===== src/rtl/bram_sched_pkg.sv =====
// Shared types and encodings for the BRAM access scheduler.
// Holds the FSM states, the last-served encoding and the error-cause bit positions.
package bram_sched_pkg;

  typedef enum logic [2:0] {
    S_IDLE,
    S_START_F,
    S_BUSY_F,
    S_START_W,
    S_BUSY_W,
    S_FLUSH
  } sched_state_t;

  localparam logic REQ_FETCH = 1'b0;
  localparam logic REQ_WRITE = 1'b1;

  localparam int ERR_FETCH_DONE  = 0;
  localparam int ERR_WRITE_DONE  = 1;
  localparam int ERR_FETCH_EN_W  = 2;
  localparam int ERR_WRITE_WE_F  = 3;
  localparam int ERR_CAUSES      = 4;

endpackage


===== src/rtl/sched_tile_counter.sv =====
// Per-requester tile counter: flags the last tile of a pass and issues a
// registered address-reset pulse to the generator on the following cycle.
module sched_tile_counter #(
  parameter int TILES_PER_PASS = 8
) (
  input  logic i_clk,
  input  logic i_rst,
  input  logic i_inc,
  input  logic i_clr,
  output logic o_wrap,
  output logic o_addr_rst
);

  localparam int CW = $clog2(TILES_PER_PASS + 1);
  localparam logic [CW-1:0] LAST_TILE = CW'(TILES_PER_PASS - 1);

  logic [CW-1:0] r_count;
  logic          r_addrRst;

  assign o_wrap     = i_inc && (r_count == LAST_TILE);
  assign o_addr_rst = r_addrRst;

  always_ff @(posedge i_clk) begin
    if (i_rst) begin
      r_count   <= '0;
      r_addrRst <= 1'b0;
    end else begin
      r_addrRst <= o_wrap;
      if (i_clr) begin
        r_count <= '0;
      end else if (i_inc) begin
        r_count <= o_wrap ? '0 : r_count + CW'(1);
      end
    end
  end

endmodule


===== src/rtl/bram_access_scheduler.sv =====
// Arbitrates one BRAM port between the tile fetch and tile write address
// generators, counting tiles per pass and handling flush between tiles.
module bram_access_scheduler
  import bram_sched_pkg::*;
#(
  parameter int ADDR_WIDTH     = 11,
  parameter int TILES_PER_PASS = 8,
  parameter int FAIR_RR        = 1
) (
  input  logic                  i_clk,
  input  logic                  i_rst,
  input  logic                  i_fetch_req,
  input  logic                  i_write_req,
  input  logic                  i_flush,
  output logic                  o_fetch_ack,
  output logic                  o_write_ack,
  output logic                  o_fetch_pass_done,
  output logic                  o_write_pass_done,
  output logic                  o_start_fetch,
  output logic                  o_fetch_addr_rst,
  input  logic                  i_fetch_done,
  input  logic [ADDR_WIDTH-1:0] i_fetch_addr,
  input  logic                  i_fetch_en,
  output logic                  o_start_write,
  output logic                  o_write_addr_rst,
  input  logic                  i_write_done,
  input  logic [ADDR_WIDTH-1:0] i_write_addr,
  input  logic                  i_write_we,
  output logic [ADDR_WIDTH-1:0] o_bram_addr,
  output logic                  o_bram_en,
  output logic                  o_bram_we,
  output logic                  o_err,
  output logic                  o_busy
);

  sched_state_t          r_state;
  sched_state_t          w_nextState;
  logic                  r_lastServed;
  logic                  r_flushPending;
  logic                  r_err;
  logic [ERR_CAUSES-1:0] w_errCause;
  logic                  w_flushing;
  logic                  w_fetchCntRst;
  logic                  w_writeCntRst;

  assign w_flushing        = (r_state == S_FLUSH);
  assign o_fetch_ack       = (r_state == S_BUSY_F) && i_fetch_done;
  assign o_write_ack       = (r_state == S_BUSY_W) && i_write_done;
  assign o_start_fetch     = (r_state == S_START_F);
  assign o_start_write     = (r_state == S_START_W);
  assign o_fetch_addr_rst  = w_fetchCntRst || w_flushing;
  assign o_write_addr_rst  = w_writeCntRst || w_flushing;
  assign o_busy            = (r_state != S_IDLE);
  assign o_err             = r_err;

  sched_tile_counter #(.TILES_PER_PASS(TILES_PER_PASS)) u_fetchCounter (
    .i_clk      (i_clk),
    .i_rst      (i_rst),
    .i_inc      (o_fetch_ack),
    .i_clr      (w_flushing),
    .o_wrap     (o_fetch_pass_done),
    .o_addr_rst (w_fetchCntRst)
  );

  sched_tile_counter #(.TILES_PER_PASS(TILES_PER_PASS)) u_writeCounter (
    .i_clk      (i_clk),
    .i_rst      (i_rst),
    .i_inc      (o_write_ack),
    .i_clr      (w_flushing),
    .o_wrap     (o_write_pass_done),
    .o_addr_rst (w_writeCntRst)
  );

  always_comb begin
    w_errCause                 = '0;
    w_errCause[ERR_FETCH_DONE] = i_fetch_done && (r_state != S_BUSY_F);
    w_errCause[ERR_WRITE_DONE] = i_write_done && (r_state != S_BUSY_W);
    w_errCause[ERR_FETCH_EN_W] = i_fetch_en && (r_state == S_BUSY_W);
    w_errCause[ERR_WRITE_WE_F] = i_write_we && (r_state == S_BUSY_F);
  end

  // Requests are only looked at in IDLE; a pending flush always wins there.
  always_comb begin
    w_nextState = r_state;
    case (r_state)
      S_IDLE: begin
        if (r_flushPending || i_flush) begin
          w_nextState = S_FLUSH;
        end else if (i_fetch_req && i_write_req) begin
          w_nextState = ((FAIR_RR != 0) && (r_lastServed == REQ_FETCH)) ? S_START_W : S_START_F;
        end else if (i_fetch_req) begin
          w_nextState = S_START_F;
        end else if (i_write_req) begin
          w_nextState = S_START_W;
        end
      end
      S_START_F: w_nextState = S_BUSY_F;
      S_BUSY_F:  if (i_fetch_done) w_nextState = S_IDLE;
      S_START_W: w_nextState = S_BUSY_W;
      S_BUSY_W:  if (i_write_done) w_nextState = S_IDLE;
      S_FLUSH:   w_nextState = S_IDLE;
      default:   w_nextState = S_IDLE;
    endcase
  end

  always_comb begin
    o_bram_addr = '0;
    o_bram_en   = 1'b0;
    o_bram_we   = 1'b0;
    if (r_state == S_BUSY_F) begin
      o_bram_addr = i_fetch_addr;
      o_bram_en   = i_fetch_en;
    end else if (r_state == S_BUSY_W) begin
      o_bram_addr = i_write_addr;
      o_bram_en   = i_write_we;
      o_bram_we   = i_write_we;
    end
  end

  // A flush seen mid-tile is remembered so the tile in flight can finish.
  always_ff @(posedge i_clk) begin
    if (i_rst) begin
      r_state        <= S_IDLE;
      r_lastServed   <= REQ_WRITE;
      r_flushPending <= 1'b0;
      r_err          <= 1'b0;
    end else begin
      r_state <= w_nextState;
      if (o_fetch_ack) begin
        r_lastServed <= REQ_FETCH;
      end else if (o_write_ack) begin
        r_lastServed <= REQ_WRITE;
      end
      if (w_flushing) begin
        r_flushPending <= 1'b0;
      end else if (i_flush && (r_state != S_IDLE)) begin
        r_flushPending <= 1'b1;
      end
      if (|w_errCause) begin
        r_err <= 1'b1;
      end
    end
  end

endmodule

===== config.mk =====
export PLATFORM = sky130hd
export DESIGN_NAME = bram_access_scheduler
export DESIGN_NICKNAME = d
export VERILOG_FILES = /design/src/rtl/bram_sched_pkg.sv /design/src/rtl/sched_tile_counter.sv /design/src/rtl/bram_access_scheduler.sv
export SDC_FILE = /design/constraint.sdc
export NUM_CORES = 1
export LEC_CHECK = 0
export BUFFER_PORTS_ARGS = -buffer_cell sky130_fd_sc_hd__buf_2
export CAP_MARGIN = 25
export CORE_MARGIN = 2
export CORE_UTILIZATION = 35
export CTS_BUF_LIST = sky130_fd_sc_hd__clkbuf_2 sky130_fd_sc_hd__clkbuf_4 sky130_fd_sc_hd__clkbuf_8
export DETAILED_ROUTE_END_ITERATION = 8
export GPL_TIMING_DRIVEN = 0
export PLACE_DENSITY = 0.65
export SYNTH_ARGS = -nofsm -noshare
export SYNTH_HDL_FRONTEND = slang
export SYNTH_HIERARCHICAL = 1
export SYNTH_SLANG_ARGS = --single-unit

===== constraint.sdc =====
create_clock -name i_clk -period 3.03 [get_ports i_clk]
set_clock_uncertainty 0.2 [all_clocks]
set_input_delay 0.606 -clock i_clk [delete_from_list [all_inputs] [get_ports i_clk]]
set_output_delay 0.606 -clock i_clk [all_outputs]
set_load 0.02 [all_outputs]

==> flow_summary.yaml <==
power:
  power.switching_mw: 0.315
  power.leakage_nw: 0.657
  comb_power_share_pct: 49.1
  clkPwrFrac_pct: 18.5
  seqPwrFrac_pct: 32.5
  sw_frac_of_total_pct: 40.8
  power_density_nw_per_um2: 588
  p_int_mw: 0.457
  max-vdd-ir-drop_v: 0.000514
sta:
  max_freq_mhz: 367
  rsz0062_at_grt: "no"
  hold_viol: 0
  drv_slew: 0
  setup_tns_ns: 0
  min_period_over_period_pct: 89.9
  fin_crit_ns: 2.72
  slew_headroom_pct: 68.0
  worst_slew_pin_slew_ns: 0.478
  setup_viol: 0
routing:
  drt_first_iter_violations: 44
  wl_per_cell_um: 11.7
  vias_per_cell: 5.24
  dr.max_layer_used: "met4"
  wl_met3_um: 216
  drc: 0
  ant_nets: 0
  met2_length_um: 1020
  drt-total-wl_um: 2370
  via_count: 1064
  firstDrtPassIters: 4
  met1_length_um: 1090
final_layout:
  diodes: 0
  n_fill_cell: 263
  area_growth_pct: 35.7
  layout-drive-gt1-share_pct: 40.7
  nNetsFinal: 206
  finalNonFillerCells: 203
status:
  outcome: "complete, no violations"
setup_path:
  r2r-start: "r_state[2]"
  path_class: "reg -> out"
  critPathCaptureType: "primary output"
  crit_start: "r_state[2]"
  reg2reg_slack_ns: 1.14
  cp_max_fo: 10
  required_ns: 2.22
  r2r-end: "u_writeCounter/r_count[3]"
  startpoint_type: "flop"
  arrival_ns: 1.92
  reg2regPathDepth: 6
floorplanning:
  initial_core_util_pct: 36.0
  die_w_um: 56.6
  core_region_area_sq_um: 2690
  num_rows: 19
  die_h_um: 56.6
  io-pin-count: 54
  dieArea_sq_um: 3200
placement:
  gp_congestion: 0.725
  place_inst: 199
  post-dp-hpwl_um: 1840
  io_buffers: 53
clocking:
  clk_latency_ns: 0.29
  tritoncts: "built"
  hold_buffers: 0
  post-cts-setup-buffers: 0
  clock-sinks: 16
  clock-root-buffer: "clkbuf_4"
  cts_buffer_depth: 2
  htreeDepth: 1
  clkTransAtPathRegs_ns: 0.09
  cts_buffers: 3
min_path:
  hold_end: "r_lastServed"
  min_from: "r_lastServed"
  hold_path_class: "reg -> reg"
  min_path_cells: 2
global_route:
  grt_pass1_vias: 929
  grt_max_degree: 17
  grt_antenna_before_repair: 0
  grt_pass1_wl_um: 3820
  grtUsageTotal_pct: 14.7
  overflow: 0
synthesis:
  synthDistinctLibCells: 37
  synth_area_sq_um: 967
  ys_seq_area_share_pct: 33.1
  synthFlopType: "dfxtp_1"
  syn_avg_cell_area_sq_um: 8.41
  async_reset_ff_share_pct: 0
  synth-seq-cells: 16
  synth-edff-count: 0
  syn-num-nets: 148
  synth_cells: 115
  ys_warn_count: 6
job:
  drv_cap: 0
[critical path: stages (launching register included)]
cell,delay [ns]
dfxtp_1,0.38
buf_2,0.22
nor3b_2,0.29
and2_1,0.30
nand4b_1,0.17
inv_1,0.11
buf_2,0.16
[final cells by class]
cell class	count	area [sq um]	share of cell area [%]
buffer	6	35.0	2.67
clock buffer	4	36.3	2.76
inverter	3	11.3	0.858
multi-input combinational	90	606	46.1
sequential	16	320	24.4
tap	31	38.8	2.96
timing repair buffer	53	265	20.2
[flip-flops by register name (all words and copies together) (netlist names)]
signal	cells
o_err	1
r_lastServed	1
u_fetchCounter/o_addr_rst	1
r_flushPending	1
u_writeCounter/o_addr_rst	1
u_writeCounter/r_count	4
r_state	3
u_fetchCounter/r_count	4
[power groups by stage]
stage               Sequential [mW]  Clock (mW)  Combinational (mW)
floorplan                     0.253           0               0.266
global placement              0.254           0               0.371
detailed placement            0.255           0               0.378
CTS                           0.251       0.147               0.379
global route                  0.254       0.154               0.412
finish                        0.251       0.142               0.379
[worst max-delay path by stage]
stage | to | depth (start not counted)
3_3_place_gp | o_fetch_pass_done | 6
2_1_floorplan | o_fetch_pass_done | 4
3_5_place_dp | o_fetch_pass_done | 6
4_1_cts | o_fetch_pass_done | 5
6_report | o_write_pass_done | 6
5_1_grt | o_write_pass_done | 6
[synth_stat cells, types with 3 or more instances]
library cell	number	share of area [%]
nand2_1	5	1.9
buf_2	4	2.1
nor3_1	7	3.6
xor2_1	4	3.6
inv_1	3	1.2
dfxtp_1	16	33
nor2_1	18	7.0
and2_1	3	1.9
a211oi_1	3	2.3
nand2b_1	3	1.9
a22oi_1	12	9.3
[cell families after synthesis]
kind of cell,after synthesis,synth area share (%)
AO/OA/AOI/OAI,26,19.7
XOR/XNOR,4,3.62
adder cells (fa/ha/maj),2,2.59
buffers and inverters,9,4.79
flip-flops,16,33.1
multiplexers,2,2.07
AND/OR/NAND/NOR,56,34.2
[cells in the final DEF, fill, tap and decap left out, types with 3 or more instances in the layout]
cell / n
buf_2: 57
nand2b_1: 3
nand2_1: 5
nor2_1: 18
a211oi_1: 3
xor2_1: 4
dfxtp_1: 16
and2_1: 3
inv_1: 3
nor3_1: 6
clkbuf_4: 3
a22oi_1: 12
[through the flow]
step                      utilization [%]  instance area [sq um]  hold WS, ns  setup slack (ns)  power, mW
final                                48.9                   1310        0.316             0.305      0.772
after global placement               47.3                   1270        0.278             0.299      0.625
after detailed placement             47.3                   1270        0.293             0.323      0.634
after CTS                            48.7                   1310        0.318             0.188      0.777
after floorplan                         -                    967        0.257             0.289      0.519
after global routing                 48.9                   1310        0.355            0.0498      0.820
[routing by layer]
layer | up-vias | track usage, %
li1 | 535 | -
met1 | 474 | 18.7
met2 | 50 | 23.9
met3 | 5 | 2.76
met4 | 0 | 7.14
met5 | - | 0
[what timing repair did]
| action | CTS | global route |
|---|---|---|
| setup endpoints to repair | 0 | 1 |
| gates resized for setup | 0 | 1 |
| endpoints found under the hold margin | 0 | 0 |
(Power assumes the default switching activity.)
